--- src/rtl/fifo_reader.sv ---
// fifo_reader: burst drain engine from a registered-read FIFO into a 2-entry skid buffer / valid-ready stream.
// Optional FIFO_READER_WORDCNT_EN adds a saturating 16-bit downstream handshake counter.
module fifo_reader #(
  parameter int DATA_WIDTH = 8,
  parameter int LEN_WIDTH  = 6
) (
  input  logic                  clk,
  input  logic                  rst,
  input  logic                  start,
  input  logic [LEN_WIDTH-1:0]  burst_len,
  output logic                  busy,
  output logic                  done,
  input  logic                  fifo_empty,
  output logic                  fifo_read_en,
  input  logic [DATA_WIDTH-1:0] fifo_data,
  output logic                  m_valid,
  output logic [DATA_WIDTH-1:0] m_data,
  input  logic                  m_ready
`ifdef FIFO_READER_WORDCNT_EN
  ,
  output logic [15:0]           word_count
`endif
);
  typedef enum logic [1:0] {IDLE, READ, FLUSH} state_t;
  state_t                state;
  logic [LEN_WIDTH-1:0]  remaining;
  logic                  inflight;
  logic [1:0]            occ;
  logic [1:0]            occ_next;
  logic [DATA_WIDTH-1:0] d0;
  logic [DATA_WIDTH-1:0] d1;
  logic                  pop;
  assign m_valid  = occ != 2'd0;
  assign m_data   = d0;
  assign pop      = m_valid && m_ready;
  assign busy     = state != IDLE;
  // the word in flight always lands next edge, so it counts toward occupancy now
  assign occ_next = occ + {1'b0, inflight} - {1'b0, pop};
  assign fifo_read_en = state == READ && remaining != '0 && !fifo_empty && occ_next < 2'd2;
  always_ff @(posedge clk or posedge rst) begin
    if (rst) begin
      state     <= IDLE;
      remaining <= '0;
      inflight  <= 1'b0;
      occ       <= 2'd0;
      d0        <= '0;
      d1        <= '0;
      done      <= 1'b0;
    end else begin
      inflight <= fifo_read_en;
      occ      <= occ_next;
      done     <= 1'b0;
      if (fifo_read_en) remaining <= remaining - LEN_WIDTH'(1);
      if (pop) d0 <= (occ == 2'd2) ? d1 : fifo_data;
      else if (inflight && occ == 2'd0) d0 <= fifo_data;
      if (inflight && occ_next == 2'd2) d1 <= fifo_data;
      case (state)
        IDLE: if (start) begin
          if (burst_len == '0) done <= 1'b1;
          else begin
            state     <= READ;
            remaining <= burst_len;
          end
        end
        READ: if (remaining == '0) state <= FLUSH;
        FLUSH: if (occ_next == 2'd0) begin
          state <= IDLE;
          done  <= 1'b1;
        end
        default: state <= IDLE;
      endcase
    end
  end
`ifdef FIFO_READER_WORDCNT_EN
  always_ff @(posedge clk or posedge rst) begin
    if (rst) word_count <= 16'd0;
    else if (pop && word_count != 16'hFFFF) word_count <= word_count + 16'd1;
  end
`endif
endmodule

--- config.mk ---
export PLATFORM = sky130hd
export DESIGN_NAME = fifo_reader
export DESIGN_NICKNAME = d
export VERILOG_FILES = /design/src/rtl/fifo_reader.sv
export SDC_FILE = /design/constraint.sdc
export NUM_CORES = 1
export LEC_CHECK = 0
export CAP_MARGIN = 30
export CORE_ASPECT_RATIO = 0.8
export CORE_UTILIZATION = 38
export DETAILED_ROUTE_END_ITERATION = 8
export SYNTH_ARGS = -nofsm -noshare
export SYNTH_HDL_FRONTEND = slang
export SYNTH_SLANG_ARGS = --single-unit
--- constraint.sdc ---
create_clock -name clk -period 5.05 [get_ports clk]
set_input_delay 0.505 -clock clk [delete_from_list [all_inputs] [get_ports clk]]
set_output_delay 0.505 -clock clk [all_outputs]
set_load 0.02 [all_outputs]
* After elaboration in Yosys (flattened, before gate mapping)
Index checks and enable logic that the tools add are counted.
** Storage, ports and cells
- Logic and storage cells :: 52
- Bits in writable memories :: 0
- Memories kept :: 0
- Bits in read-only memories :: 0
- Register bits after elaboration :: 28
- Bits in latches :: 0
** Cells by class
- Multiply operators :: 0
- Mux-type cells :: 16
- Shift-type cells :: 0
- Equality and inequality tests :: 8
- Divide/modulo/power cells :: 0
- Reductions and logical operators :: 17
- Add/sub/neg operators :: 3
- Bitwise logic cells :: 0
- Magnitude comparators :: 1
** Operators by type and width (number)
- 6-bit 2-to-1 mux :: 4
- 8-bit 2-to-1 mux :: 3
- 6-bit logical NOT :: 2
- 2-bit 2-to-1 mux :: 4
- 2-bit == test (second input constant) :: 3
- 1-bit logical AND :: 6
- 2-bit logical NOT :: 3
- 2-bit inequality test (second input constant) :: 3
- 2-bit case mux with 3 select lines :: 1
- 2-bit nonzero test :: 3
- 6-bit nonzero test :: 1
- 6-bit by 1-bit subtractor with 6-bit output (second input constant) :: 1
- 4-bit AND reduction :: 1
- 1-bit 2-to-1 mux :: 3
- 2-bit by 1-bit adder with 2-bit output :: 1
- 2-bit by 1-bit == test with 1-bit output (second input constant) :: 1
- 2-bit less-than comparator (second input constant) :: 1
- 2-bit by 1-bit inequality test with 1-bit output (second input constant) :: 1
- 1-bit case mux with 2 select lines :: 1
- 2-bit by 1-bit subtractor with 2-bit output :: 1
- 1-bit logical NOT :: 1

* Logic depth before layout (Yosys ltp)
- Depth in word-level cells :: 9
- Depth in mapped cells :: 9
- Depth with buffers taken out :: 9

* Worst setup path after synthesis
No wires, ideal clock.
- Path kind :: input to output
- Start :: input m_ready
- End :: output fifo_read_en
- Stages on the path :: 7
- Slack :: 2.790 ns
- Data required time :: 4.545 ns
- Arrival time :: 1.755 ns
- Cells stage by stage :: o21a_1 > ha_1 > inv_1 > ha_1 > xnor3_2 > o211ai_1 > inv_1
** Between the ends
- Cells in the longest elaborated chain, start to end :: 4
** RTL lines
- start, declared :: RTL line 18 : input logic m_ready
- 1-bit logical AND :: RTL line 35 : assign pop = m_valid && m_ready;
- 2-bit by 1-bit subtractor with 2-bit output :: RTL line 38 : assign occ_next = occ + {1'b0, inflight} - {1'b0, pop};
- 2-bit less-than comparator :: RTL line 39 : assign fifo_read_en = state == READ && remaining != '0 && !fifo_empty && occ_next < 2'd2;
- 1-bit logical AND :: RTL line 39
- end, declared :: RTL line 14 : output logic fifo_read_en,
No other way between the ends.

* Worst setup path in the final report
Same ends and word-level chain as after synthesis.

==> flow_summary.toml <==
[status]
status = "complete, no violations"

[pwr]
vdd_drop_max_mv = 0.2193
cellLeakagePower_nw = 0.8272
cellPowerDensity_nw_per_um2 = 598.6

[route]
drtIter0Drc = 46
drcViolationCount = 0
wl_per_cell_um = 12.91
ant_nets = 0
routed_wl_um = 2595
num_vias = 1024
wl_met1_um = 1269
top_layer_used = "met4"
dr.pass1.iters = 4
routed-wl-met3_um = 108
vias_per_cell = 5.095
wl_met2_um = 1199

[yosys]
synth_nets = 148
synth-main-ff-cell = "dfrtp_1"
synth-edff-count = 0
synth_top_area_share_pct = 51.24
yosysMostFrequentCell = "dfrtp_1"
synth.distinct_cells = 28
yosys_register_bits = 28
ys.warnings.count = 0
syn_avg_cell_area_um2 = 10.94
synth_area_leader_cell = "dfrtp_1"
synth.yosys.seq_area_share_pct = 51.24
ys_async_sr_fraction_pct = 100.0
synthTopCellsByCount = "dfrtp_1, nand2_1, inv_1, o21ai_0"
synth_cells = 125
yosys-top-cells-area = "dfrtp_1, mux2_2, mux2i_1"
synthesis.area_um2 = 1368

[global_route]
grt_use_total_pct = 14.10
antenna_found_initial = 0
grt_pass1_wl_um = 4326
grt_pass1_vias = 975
grt_overflow = 0
grt_max_degree = 23

[clock_network]
hold_buffers = 0
cts_resized = 0
clk-insertion-delay-late_ns = 0.27
h-tree-depth = 1
root_buffer = "clkbuf_8"
cts_setup_buffers = 0
clkTransAtPathRegs_ns = 0.09
cts_buffer_depth = 2
cts_tree = "built"
numCtsBuffers = 3
cts.sinks = 28

[setup_path]
worstReg2RegEnd = "d1[5]"
startpoint_type = "input pin"
cp-startpoint = "m_ready"
path_depth = 9
crit_family = "buffers and inverters"
worstSetupPathType = "in2out"
cp_cell_sequence = "clkdlybuf4s50_1 > o21a_1 > ha_1 > inv_1 > ha_1 > xnor3_2 > o211ai_1 > inv_1 > clkdlybuf4s50_1"
endpoint_kind = "output port"
r2r_slack_ns = 2.73
critPathMaxStageDelay_ns = 0.60
critPathMaxFanout = 7
rr_worst_depth = 7
reg2reg_from = "occ[1]"
worst_path_max_delay_cell = "clkdlybuf4s50_1"
arrival_ns = 2.78
endpoint = "fifo_read_en"
crit_buf_inv = 4
cp.required_ns = 4.55

[place]
numPlacedInstances = 197
dp_hpwl_um = 2021
portBuffers = 30
gp_congestion = 0.9039

[floorplanning]
die_y_um = 55.66
core_um2 = 3423
die_area_um2 = 3844
io_pins = 31
rows = 19
die_width_um = 69.07
start_util_pct = 39.95

[timing]
maxSlewViolCount = 0
setup_violations = 0
timing.fmax_ghz = 0.3040
slew-limit-headroom_pct = 36.70
clock_skew_ns = 0.004457
rsz0062_at_grt = "false"
hold_viol = 0
finalCriticalPeriod_ns = 3.289
worstMarginPinSlew_ns = 0.9495
tns_ns = 0
period_share_pct = 65.14

[finish]
fin_nets = 183
post-route-util_pct = 53.03
n_antenna_cell = 0
drive_gt1_share_pct = 10.06
instances_no_fill = 201
syn_to_final_growth_pct = 32.75
fill_cells = 300

[run]
max_cap_violations = 0

[hold_path]
hp-class = "reg2reg"
hold_path_depth = 2
## cells in the final DEF (no fill, tap or decap), types with 3 or more instances in the layout
| cell type | n |
|---|---|
| nand3_1 | 5 |
| nand2_1 | 15 |
| a21oi_1 | 3 |
| o21ai_0 | 9 |
| clkbuf_8 | 3 |
| clkdlybuf4s50_1 | 30 |
| mux2_2 | 8 |
| dfrtp_1 | 28 |
| inv_1 | 9 |
| ha_1 | 4 |
| nor2_1 | 7 |
| mux2i_1 | 8 |
| o211ai_1 | 5 |
## sequential cells by signal, indices dropped and copies added, names as in the netlist
register,flops
remaining,6
state,2
done,1
m_data,8
inflight,1
d1,8
occ,2
## worst min-delay path, cell delays in order, from the launching register on
cell     delay [ns]
dfrtp_1        0.35
nand2_1        0.04
o21ai_0        0.06
## layout make-up
class,instances,area [µm²],area share (%)
flip-flops and latches,28,700.7,38.59
inverters,9,33.78,1.861
well taps,42,52.55,2.895
repair buffers,31,327.8,18.06
multi-input cells,87,629.4,34.67
clock inverters,1,30.03,1.654
clock buffers,3,41.29,2.274
## worst min path at each step
| stage | from | slack [ns] | to |
|---|---|---|---|
| final | m_data[1] | 0.48 | m_data[1] |
| after global routing | m_data[1] | 0.51 | m_data[1] |
| after CTS | m_data[1] | 0.49 | m_data[1] |
| after detailed placement | m_data[1] | 0.47 | m_data[1] |
| after global placement | m_data[1] | 0.46 | m_data[1] |
| after floorplan | state[0] | 0.47 | done |
## cells by family (layout without fill, tap and decap cells)
group | after synthesis | count (layout) | share of synthesized area (%)
and+or+nand+nor | 39 | 39 | 14.91
DFF | 28 | 28 | 51.23
AOI/OAI and AO/OA | 25 | 25 | 11.99
muxes | 16 | 16 | 12.44
buffers and inverters | 10 | 44 | 2.744
adders and majority gates | 4 | 4 | 3.660
xor gates and xnor gates | 3 | 3 | 3.019
## routing by layer
metal / up-vias / GRT usage [%]
met5: - / 0
met2: 19 / 21.91
li1: 514 / -
met1: 489 / 19.62
met3: 2 / 3.804
met4: 0 / 3.499
## power breakdown
part           leakage (nW)  switching, mW  total (mW)  internal (mW)
Clock                0.0357         0.0682       0.174          0.106
Combinational         0.446          0.263       0.511          0.248
Sequential            0.346         0.0721       0.402          0.329
Total                 0.827          0.403        1.09          0.684
## through the flow
step | setup WS [ns] | hold slack [ns] | total power [mW] | cell area [µm²]
global placement | 1.805 | 0.4596 | 0.9055 | 1717
floorplan | 2.790 | 0.4699 | 0.7441 | 1368
CTS | 1.745 | 0.4922 | 1.100 | 1815
global route | 1.638 | 0.5133 | 1.168 | 1815
detailed placement | 1.749 | 0.4699 | 0.9210 | 1744
finish | 1.761 | 0.4826 | 1.087 | 1815
Note: power is estimated with default switching activity, not from simulation.
